[config.mk]
export PLATFORM = sky130hd
export DESIGN_NAME = xs_sdr_rom_arbiter
export DESIGN_NICKNAME = d
export VERILOG_FILES = /design/src/rtl/xs_sdr_rom_arbiter.sv
export SDC_FILE = /design/constraint.sdc
export NUM_CORES = 1
export LEC_CHECK = 0
export CAP_MARGIN = 10
export CORE_MARGIN = 2
export CORE_UTILIZATION = 54
export CTS_BUF_LIST = sky130_fd_sc_hd__clkbuf_4 sky130_fd_sc_hd__clkbuf_8
export CTS_CLUSTER_DIAMETER = 200
export DETAILED_ROUTE_END_ITERATION = 12
export PLACE_DENSITY = 0.83
export SETUP_SLACK_MARGIN = 0.05
export SLEW_MARGIN = 15
export SYNTH_ARGS = -nofsm -noshare
export SYNTH_HDL_FRONTEND = slang
export SYNTH_SLANG_ARGS = --single-unit
[constraint.sdc]
create_clock -name clk_ram -period 3.02 [get_ports clk_ram]
set_input_delay 0.302 -clock clk_ram [delete_from_list [all_inputs] [get_ports clk_ram]]
set_output_delay 0.302 -clock clk_ram [all_outputs]
set_load 0.01 [all_outputs]
[src/rtl/xs_sdr_rom_arbiter.sv]
// Round-robin arbiter that shares one SDRAM ROM read port among NREQ tile-fetch engines.
// It holds one pending request per engine and keeps a single read outstanding, with a timeout.
module xs_sdr_rom_arbiter #(
  parameter int NREQ    = 3,
  parameter int AW      = 25,
  parameter int TIMEOUT = 64
) (
  input  logic               clk_ram,
  input  logic               RESET,
  input  logic [NREQ-1:0]    req,
  input  logic [NREQ*AW-1:0] req_addr,
  output logic [NREQ-1:0]    req_rdy,
  output logic [15:0]        req_data,
  output logic [AW-1:0]      sdr_addr,
  output logic               sdr_req,
  input  logic               sdr_rdy,
  input  logic [15:0]        sdr_data,
  output logic               busy,
  output logic               timeout_err
);

  localparam int IW = (NREQ > 1) ? $clog2(NREQ) : 1;
  localparam int CW = (TIMEOUT > 1) ? $clog2(TIMEOUT) : 1;

  typedef enum logic [0:0] {
    ST_IDLE = 1'b0,
    ST_WAIT = 1'b1
  } state_t;

  state_t          state_r;
  logic [NREQ-1:0] pend_r;
  logic [AW-1:0]   pend_addr_r [NREQ];
  logic [IW-1:0]   rr_ptr_r;
  logic [IW-1:0]   gnt_r;
  logic [CW-1:0]   cnt_r;

  logic            pick_valid_s;
  logic [IW-1:0]   pick_idx_s;
  logic [AW-1:0]   pick_addr_s;
  logic [IW-1:0]   rr_next_s;
  logic            grant_s;
  int              scan_s;

  // Round-robin scan from rr_ptr; the downward loop leaves the nearest pending index last.
  always_comb begin
    pick_valid_s = 1'b0;
    pick_idx_s   = '0;
    pick_addr_s  = '0;
    scan_s       = 0;
    for (int k = NREQ - 1; k >= 0; k--) begin
      scan_s = int'(rr_ptr_r) + k;
      if (scan_s >= NREQ) begin
        scan_s = scan_s - NREQ;
      end else begin
        scan_s = scan_s;
      end
      if (pend_r[scan_s]) begin
        pick_valid_s = 1'b1;
        pick_idx_s   = IW'(scan_s);
        pick_addr_s  = pend_addr_r[scan_s];
      end else begin
        pick_valid_s = pick_valid_s;
      end
    end
    if (pick_idx_s == IW'(NREQ - 1)) begin
      rr_next_s = '0;
    end else begin
      rr_next_s = pick_idx_s + IW'(1);
    end
    grant_s = (state_r == ST_IDLE) && pick_valid_s;
  end

  // Pending slots: a fresh pulse always wins over the grant that clears the slot.
  always_ff @(posedge clk_ram) begin
    if (RESET) begin
      pend_r <= '0;
      for (int i = 0; i < NREQ; i++) begin
        pend_addr_r[i] <= '0;
      end
    end else begin
      for (int i = 0; i < NREQ; i++) begin
        if (req[i]) begin
          pend_r[i]      <= 1'b1;
          pend_addr_r[i] <= req_addr[i*AW +: AW];
        end else if (grant_s && (pick_idx_s == IW'(i))) begin
          pend_r[i] <= 1'b0;
        end
      end
    end
  end

  // Transaction FSM with registered SDRAM strobe, delivery pulse and status flags.
  always_ff @(posedge clk_ram) begin
    if (RESET) begin
      state_r     <= ST_IDLE;
      rr_ptr_r    <= '0;
      gnt_r       <= '0;
      cnt_r       <= '0;
      sdr_addr    <= '0;
      sdr_req     <= 1'b0;
      req_rdy     <= '0;
      req_data    <= 16'h0000;
      busy        <= 1'b0;
      timeout_err <= 1'b0;
    end else begin
      sdr_req <= 1'b0;
      req_rdy <= '0;
      case (state_r)
        ST_IDLE: begin
          if (pick_valid_s) begin
            gnt_r    <= pick_idx_s;
            sdr_addr <= pick_addr_s;
            sdr_req  <= 1'b1;
            rr_ptr_r <= rr_next_s;
            cnt_r    <= '0;
            busy     <= 1'b1;
            state_r  <= ST_WAIT;
          end
        end
        ST_WAIT: begin
          if (sdr_rdy) begin
            req_data <= sdr_data;
            req_rdy  <= {{(NREQ-1){1'b0}}, 1'b1} << gnt_r;
            cnt_r    <= '0;
            busy     <= 1'b0;
            state_r  <= ST_IDLE;
          end else if (cnt_r == CW'(TIMEOUT - 1)) begin
            // Abandoned read is dropped; the engine re-requests on its next tile.
            timeout_err <= 1'b1;
            cnt_r       <= '0;
            busy        <= 1'b0;
            state_r     <= ST_IDLE;
          end else begin
            cnt_r <= cnt_r + CW'(1);
          end
        end
        default: begin
          state_r <= ST_IDLE;
          busy    <= 1'b0;
          cnt_r   <= '0;
        end
      endcase
    end
  end

endmodule

==> run metrics, run 1 <==
full die area=~0.014 mm2; IO Pins=between 100 and 150; Critical Path RT=about 3.4 ns; gr ovfl total=0; fraction of layout cells with a size suffix above 1=0.0657; critical path class=reg2reg; Final Hold Fails=0; Syn. warnings=0; number of post-CTS setup repair buffers=0; end of the worst hold path=req_data[14]; worst hold path cell count=3; CTS clk-pin slew, worst paths=~0.070 ns; hold path start=sdr_data[14]; reg2reg end=sdr_addr[15]; Die Y=about 120 um; design area=around 0.009 mm2; initial antenna violation count=0; critical path endpoint category=flop; GPL Wtd Cong=0.837; CTS tree=yes; top post-synthesis cells by count=nand2_1, mux2i_1, and2_1; Synth-to-Final Area Change=27.5%; final hold slack=approximately 0.4 ns; Row Count=41; Mapped Cells=724; Clock Latency Late Sink=roughly 0.45 ns; Max-Cap Viols=0; crit path time final=approximately 2.7 ns; RSZ-0062 raised after global routing=no; Peak Freq=~0.37 GHz; FILL cells=between 900 and 1,000; residual DRC count=0; synthesized cell area=0.00713 mm2; Setup TNS=0 ns; Via density=roughly 6; Cell Area, Placed=~0.0087 mm2; Post-synth EDFFs=75; maximum vdd drop=slightly above 0.0004 V; gr usage total=0.257; wire length of the first global-routing pass=a little under 30 mm; CP max FO=24; dominant cells by area after synthesis=edfxtp_1, dfxtp_1, mux2i_1; final critical-path share of the clock period=0.892; Yosys top cell by area=edfxtp_1; die width=between 100 and 150 um; Reg2Reg Launch Point=rr_ptr_r[0]; clock buffer depth=2; Inserted Diodes=0; multi-input combinational cell area=between 0.003 and 0.004 mm2; via count=6,058; Sinks on Clock Net=between 100 and 150; first drt pass iteration count=5; flops & latches, synth=around 140; status=finished clean; detailed placer's ending HPWL=roughly 12 mm; Worst setup SP type=flop; Mapped Nets=roughly 830; CTS root buf=clkbuf_8; Initial Utilization=0.558; final WL=between 15 and 20 mm; core area=roughly 0.013 mm2; Hold Crit Class=in2reg; fin nets=about 940; Port Buffer Count=~140; count leader, synth=nand2_1; Worst Tran Pin Value=between 0.7 and 0.8 ns; vias in the first global route=~6,000; Crit path arrival time=roughly 3.1 ns; Seq/Total Area, Yosys=0.487; Slew Viols, Final=0; post-synth top area share=0.316; Power Dens Cells=around 830 mW/mm2; Synth Area per Inst=roughly 9.8 um2; initial DRC count=between 600 and 700; wire per inst=17.8 um; Max H-tree Level=4; Final Skew=around 0.0070 ns; Synth Flop Type=edfxtp_1; Setup violations, final=0; Final ANT Viol Nets=0; flop2flop setup slack=approximately 0.33 ns; storage element area=0.00347 mm2; TritonCTS buffer count=17; largest net degree at the start of global routing=76; slew margin rel.=0.524; Worst R2R Path Depth=9; share of flip-flops with an asynchronous set or reset=0; Yosys cell types=44; leakage power total=approximately 3.3 nW
-- cells in the final DEF (no fill, tap or decap), drive strengths merged, types with 4 or more instances in the layout --
| cell | synthesis | final |
|---|---|---|
| a21oi | 75 | 75 |
| a22o | 25 | 25 |
| a22oi | 25 | 25 |
| and2 | 76 | 76 |
| buf | 24 | 15 |
| clkbuf | 37 | 17 |
| clkdlybuf4s50 | 0 | 143 |
| clkinv | 0 | 8 |
| clkinvlp | 0 | 4 |
| dfxtp | 61 | 61 |
| edfxtp | 75 | 75 |
| ha | 4 | 4 |
| inv | 7 | 7 |
| mux2i | 79 | 79 |
| nand2 | 92 | 92 |
| nand2b | 7 | 7 |
| nor2 | 36 | 36 |
| o2111ai | 25 | 25 |
| o21ai | 33 | 33 |
-- layer usage --
layer  global-route usage  wire length (um)  up-vias
li1                     -                 -     2865
met4                0.115               460        0
met1                0.318              7380     2843
met2                0.438              9110      309
met5                    0                 0        -
met3               0.0465              1330       41
-- per-stage QoR --
step                      power (mW)  setup slack, ns  utilization  std cells
after floorplan                 4.77            0.911            -        724
after global placement          5.79            0.299        0.679        993
after detailed placement        5.93            0.170        0.679        993
after CTS                       7.43            0.146        0.710       1025
after global routing            7.91            0.217        0.712       1025
final                           7.52            0.327        0.712       1025
-- logic make-up after synthesis --
| logic type | count (synthesis) | share of synthesized area |
|---|---|---|
| fa+ha+maj | 4 | 0.00702 |
| compound gates | 204 | 0.191 |
| flops | 136 | 0.487 |
| mux | 79 | 0.111 |
| simple gates | 233 | 0.160 |
| buf+inv | 68 | 0.0430 |
-- worst max-delay path, cell delays in order, from the launching register on --
cell       delay (ns)
dfxtp_1          0.40
inv_1            0.11
ha_4             0.55
buf_4            0.35
inv_1            0.27
buf_4            0.28
nand2_1          0.07
o2111ai_1        0.09
a22oi_1          0.32
a22o_1           0.18
-- how the worst max path moves through the flow --
stage                     start            to  slack [ns]  depth (start not counted)
floorplan           rr_ptr_r[0]  sdr_addr[10]        0.91                          9
global placement    rr_ptr_r[0]  sdr_addr[23]        0.30                          7
detailed placement  rr_ptr_r[0]  sdr_addr[23]        0.17                          7
CTS                 rr_ptr_r[0]  sdr_addr[23]        0.15                          7
global route        rr_ptr_r[0]  sdr_addr[13]        0.22                          8
finish              rr_ptr_r[0]  sdr_addr[15]        0.33                          9
-- final cells by class --
class                           instances  share of cell area
Tap cell                              172              0.0237
Multi-Input combinational cell        520               0.375
Clock inverter                         15              0.0176
Inverter                                7             0.00289
Clock buffer                           17              0.0257
Timing Repair Buffer                  158               0.173
Sequential cell                       136               0.382
-- timing repair --
action,4_1_cts,5_1_grt
endpoints found under the setup margin,0,25
hold buffers,0,0
resized for setup,0,2
-- where the power goes --
group | switching, mW | leakage (nW) | internal, mW
Sequential | 0.278 | 1.30 | 2.30
Clock | 0.703 | 0.190 | 0.800
Combinational | 1.90 | 1.84 | 1.53
-- registers in the layout, summed over array words and instances, names as in the netlist, 2 cells and up --
name,flops
req_rdy,3
pend_r,3
rr_ptr_r,2
req_data,16
gnt_r,2
pend_addr_r,75
sdr_addr,25
cnt_r,6
Note: power is estimated with default switching activity, not from simulation.
==> run 2, diff against run 1 <==
Settings changed: CTS_CLUSTER_SIZE set to 14, RECOVER_POWER set to 100.
==> run 2 against run 1 <==
Net effect: global-route usage stayed put; first-iteration DRC count is 8.7% lower; critical path depth is 2 lower; clock power hardly changed; via count is 0.18% higher; sequential power hardly changed; non-clock buffer count stayed put; worst hold slack worse by 0.0015 ns; cell count stayed put; largest power group unchanged.
==> run metrics, run 2 (synthesis gave the netlist of run 1 again) <==
full die area=around 0.014 mm2; detailed placer's ending HPWL=around 12 mm; Power Dens Cells=817 mW/mm2; CTS root buf=clkbuf_8; number of post-CTS setup repair buffers=0; max FFs per register=75; Clock Latency Late Sink=0.45 ns; via count=between 6,000 and 7,000; first drt pass iteration count=5; Slew Viols, Final=0; Initial Utilization=0.558; final hold slack=0.398 ns; leakage power total=roughly 3.4 nW; crit path time final=2.78 ns; TritonCTS buffer count=17; core area=between 0.01 and 0.015 mm2; Row Count=just over 40; GPL Wtd Cong=0.837; Setup violations, final=0; worst hold path cell count=3; end of the worst hold path=req_data[14]; fraction of layout cells with a size suffix above 1=0.0598; Final Hold Fails=0; initial DRC count=between 600 and 700; CTS tree=yes; wire length of the first global-routing pass=just under 30 mm; clock buffer depth=2; reg2reg end=cnt_r[4]; Synth-to-Final Area Change=27.3%; Setup TNS=0 ns; Die Y=between 100 and 150 um; maximum vdd drop=approximately 0.00041 V; Port Buffer Count=about 140; Hold Crit Class=in2reg; final critical-path share of the clock period=0.921; Final ANT Viol Nets=0; final WL=around 18 mm; vias in the first global route=5,978; hold path start=sdr_data[14]; RSZ-0062 raised after global routing=no; Reg2Reg Launch Point=rr_ptr_r[0]; gr ovfl total=0; fin nets=between 900 and 1,000; Finished Core Util=0.711; slack of the critical path=between 0.2 and 0.25 ns; critical path class=reg2reg; Peak Freq=0.359 GHz; Top reg by flops=pend_addr_r; commonest non-fill, non-tap cell in the layout=clkdlybuf4s50_1; Crit path arrival time=~3.1 ns; Via density=about 5.9; Worst Tran Pin Value=around 1.3 ns; die width=119 um; gr usage total=0.257; initial antenna violation count=0; FILL cells=around 900; Critical Path RT=3.36 ns; largest net degree at the start of global routing=between 70 and 80; largest registers=pend_addr_r (75), sdr_addr (25), req_data (16); CTS clk-pin slew, worst paths=0.07 ns; Worst R2R Path Depth=7; slew margin rel.=0.138; wire per inst=about 18 um; Worst setup SP type=flop; IO Pins=approximately 140; Final Skew=approximately 0.0084 ns; CP max FO=26; Max H-tree Level=4; Sinks on Clock Net=136; commonest non-fill, non-tap cells in the layout=clkdlybuf4s50_1, nand2_1, mux2i_1; Max-Cap Viols=0; residual DRC count=0; worst slack, placed=roughly 0.17 ns; flop2flop setup slack=0.24 ns; status=finished clean; critical path endpoint category=flop; Inserted Diodes=0
run 2: through the flow:
stage | power, mW | area [um2] | std cells
final | 7.42 | 9080 | 1025
after global routing | 7.81 | 9080 | 1025
after CTS | 7.43 | 9070 | 1025
after detailed placement | 5.93 | 8680 | 993
after global placement | 5.79 | 8680 | 993
after floorplan | 4.77 | 7130 | 724
run 2: power breakdown:
part / internal [mW] / leakage [nW] / total, mW / switching (mW)
Clock: 0.800 / 0.190 / 1.51 / 0.706
Sequential: 2.30 / 1.30 / 2.57 / 0.269
Combinational: 1.44 / 1.95 / 3.34 / 1.90
run 2: what timing repair did:
| item | in CTS | in global routing |
|---|---|---|
| gates resized for setup | 0 | 2 |
| hold buffers | 0 | 0 |
| setup endpoints to repair | 0 | 25 |
| hold endpoints to repair | 0 | 0 |
run 2: worst max-delay path by stage:
stage                      from           end  slack [ns]  depth (start not counted)
finish              rr_ptr_r[0]      cnt_r[4]        0.24                          7
global route        rr_ptr_r[0]     pend_r[1]        0.16                          8
CTS                 rr_ptr_r[0]  sdr_addr[23]        0.15                          7
detailed placement  rr_ptr_r[0]  sdr_addr[23]        0.17                          7
global placement    rr_ptr_r[0]  sdr_addr[23]        0.30                          7
floorplan           rr_ptr_r[0]  sdr_addr[10]        0.91                          9
run 2: cell type report:
type                       instances  area (um2)  share of cell area
clock buffer                      17         234              0.0258
inverter                           7        26.3             0.00289
tap                              172         215              0.0237
multi-input combinational        520        3410               0.376
timing repair buffer             158        1560               0.171
clock inverter                    15         160              0.0176
sequential                       136        3470               0.383
run 2: worst max-delay path: stages, from the launching register on:
cell      delay (ns)
dfxtp_1         0.40
inv_1           0.11
ha_4            0.56
o21ai_2         0.15
clkbuf_2        0.42
nor4_1          0.46
nand2_1         0.22
a311oi_1        0.34
run 2: per-layer routing:
layer,wire [um],global-route usage
met5,0,0
met2,9140,0.438
met3,1390,0.0465
met4,410,0.115
met1,7310,0.318
==> run 3, diff against run 2 <==
Settings changed: CAP_MARGIN 10 to 20.
==> run 3 against run 2 <==
Net effect: largest power group unchanged; critical path depth unchanged; clock skew is 0.0028 ns lower; critical path type unchanged; largest cell class unchanged; critical endpoint unchanged; cell count hardly changed; sequential cell count is the same.
==> run metrics, run 3 (synthesis gave the netlist of run 1 again) <==
RSZ-0062 raised after global routing=no; wire length of the first global-routing pass=roughly 29 mm; largest registers=pend_addr_r (75), sdr_addr (25), req_data (16); Row Count=between 40 and 50; critical path's top delay family=simple AND/OR/NAND/NOR gates; fraction of layout cells with a size suffix above 1=0.0609; Sinks on Clock Net=approximately 140; Max H-tree Level=4; max FFs per register=75; final critical-path share of the clock period=0.909; first drt pass iteration count=5; CTS tree=yes; Max-Cap Viols=0; vias in the first global route=between 5,000 and 6,000; design area=about 0.0091 mm2; maximum vdd drop=about 0.00039 V; slowest CP cell=ha_4; Cell Area, Placed=between 0.008 and 0.009 mm2; initial antenna violation count=0; Hold Crit Class=in2reg; TritonCTS buffer count=17; Peak Freq=between 0.3 and 0.4 GHz; Port Buffer Count=roughly 140; routing usage on met2=0.438; CTS root buf=clkbuf_8; status=finished clean; final hold slack=about 0.4 ns; CTS clk-pin slew, worst paths=about 0.070 ns; storage element area=0.00347 mm2; Worst Tran Pin Value=roughly 1.3 ns; Die Y=119 um; chain of cells forming the critical path=inv_1 -> ha_4 -> o21ai_2 -> clkbuf_2 -> nor4_1 -> nand2_1 -> a311oi_1; Synth-to-Final Area Change=27.5%; wire per inst=around 18 um; GR Util met1=0.318; Initial Utilization=0.558; FILL cells=approximately 910; Setup TNS=0 ns; Slew Viols, Final=0; slew margin rel.=0.140; critical path class=reg2reg; multi-input combinational cell area=0.00341 mm2; die width=119 um; residual DRC count=0; Final Hold Fails=0; critical path endpoint category=flop; Final ANT Viol Nets=0; commonest non-fill, non-tap cell in the layout=clkdlybuf4s50_1; crit path time final=between 2 and 3 ns; detailed placer's ending HPWL=approximately 12 mm; met3 GRT Util=0.0465; Critical Path RT=3.36 ns; full die area=0.0141 mm2; Worst Path Buf+Inv=2; Clock Latency Late Sink=0.45 ns; Setup violations, final=0; Resize count post-CTS=0; initial DRC count=approximately 660; number of post-CTS setup repair buffers=0; clock buffer depth=2; final WL=18.2 mm; commonest non-fill, non-tap cells in the layout=clkdlybuf4s50_1, nand2_1, mux2i_1; IO Pins=around 140; largest net degree at the start of global routing=76; core area=between 0.01 and 0.015 mm2; gr usage total=0.257; gr busiest metal=met2; Final Skew=around 0.0055 ns; Crit path arrival time=3.08 ns; Post-CTS Hold Buffers=0; Worst path max stage delay=0.55 ns; gr ovfl total=0; Inserted Diodes=0; CP max FO=26; Power Dens Cells=roughly 820 mW/mm2; Worst setup SP type=flop; via count=6,077; fin nets=around 940; Top reg by flops=pend_addr_r; Via density=between 5 and 6; leakage power total=3.44 nW; GPL Wtd Cong=about 0.84
==> run 3: metal layers <==
layer	part of all wire	routed length (um)	vias up
met4	0.027	487	0
li1	-	-	2868
met2	0.50	9030	324
met3	0.077	1400	49
met5	0	0	-
met1	0.40	7240	2836
==> run 3: path summary, 6_finish.rpt <==
kind / from / end / slack [ns] / cells past startpoint
worst min register to register: req_data[11] / req_data[11] / 0.46 / 2
worst max register to register: rr_ptr_r[0] / cnt_r[4] / 0.27 / 7
worst min-delay path: sdr_data[14] / req_data[14] / 0.40 / 3
worst max-delay path: rr_ptr_r[0] / cnt_r[4] / 0.27 / 7
==> run 3: worst reg2reg max path: stages (launching register included) <==
cell      delay (ns)
dfxtp_1         0.40
inv_1           0.11
ha_4            0.55
o21ai_2         0.16
clkbuf_2        0.41
nor4_1          0.45
nand2_1         0.22
a311oi_1        0.34
==> run 3: final cells by class <==
class                           instances  area share
Clock buffer                           17      0.0257
Multi-Input combinational cell        520       0.375
Inverter                                7     0.00289
Timing Repair Buffer                  159       0.173
Sequential cell                       136       0.382
Tap cell                              172      0.0237
Clock inverter                         15      0.0176
==> run 3: through the flow <==
| stage | worst slack [ns] | cells | total power [mW] | utilization |
|---|---|---|---|---|
| after floorplan | 0.911 | 724 | 4.77 | - |
| after global placement | 0.299 | 993 | 5.79 | 0.679 |
| after detailed placement | 0.170 | 993 | 5.93 | 0.679 |
| after CTS | 0.146 | 1025 | 7.43 | 0.710 |
| after global routing | 0.161 | 1026 | 7.82 | 0.711 |
| final | 0.274 | 1026 | 7.42 | 0.711 |
==> run 3: report_power, final <==
part / switching (mW) / leakage (nW) / internal [mW]
combinational: 1.89 / 1.95 / 1.45
clock: 0.701 / 0.190 / 0.800
sequential: 0.269 / 1.30 / 2.30
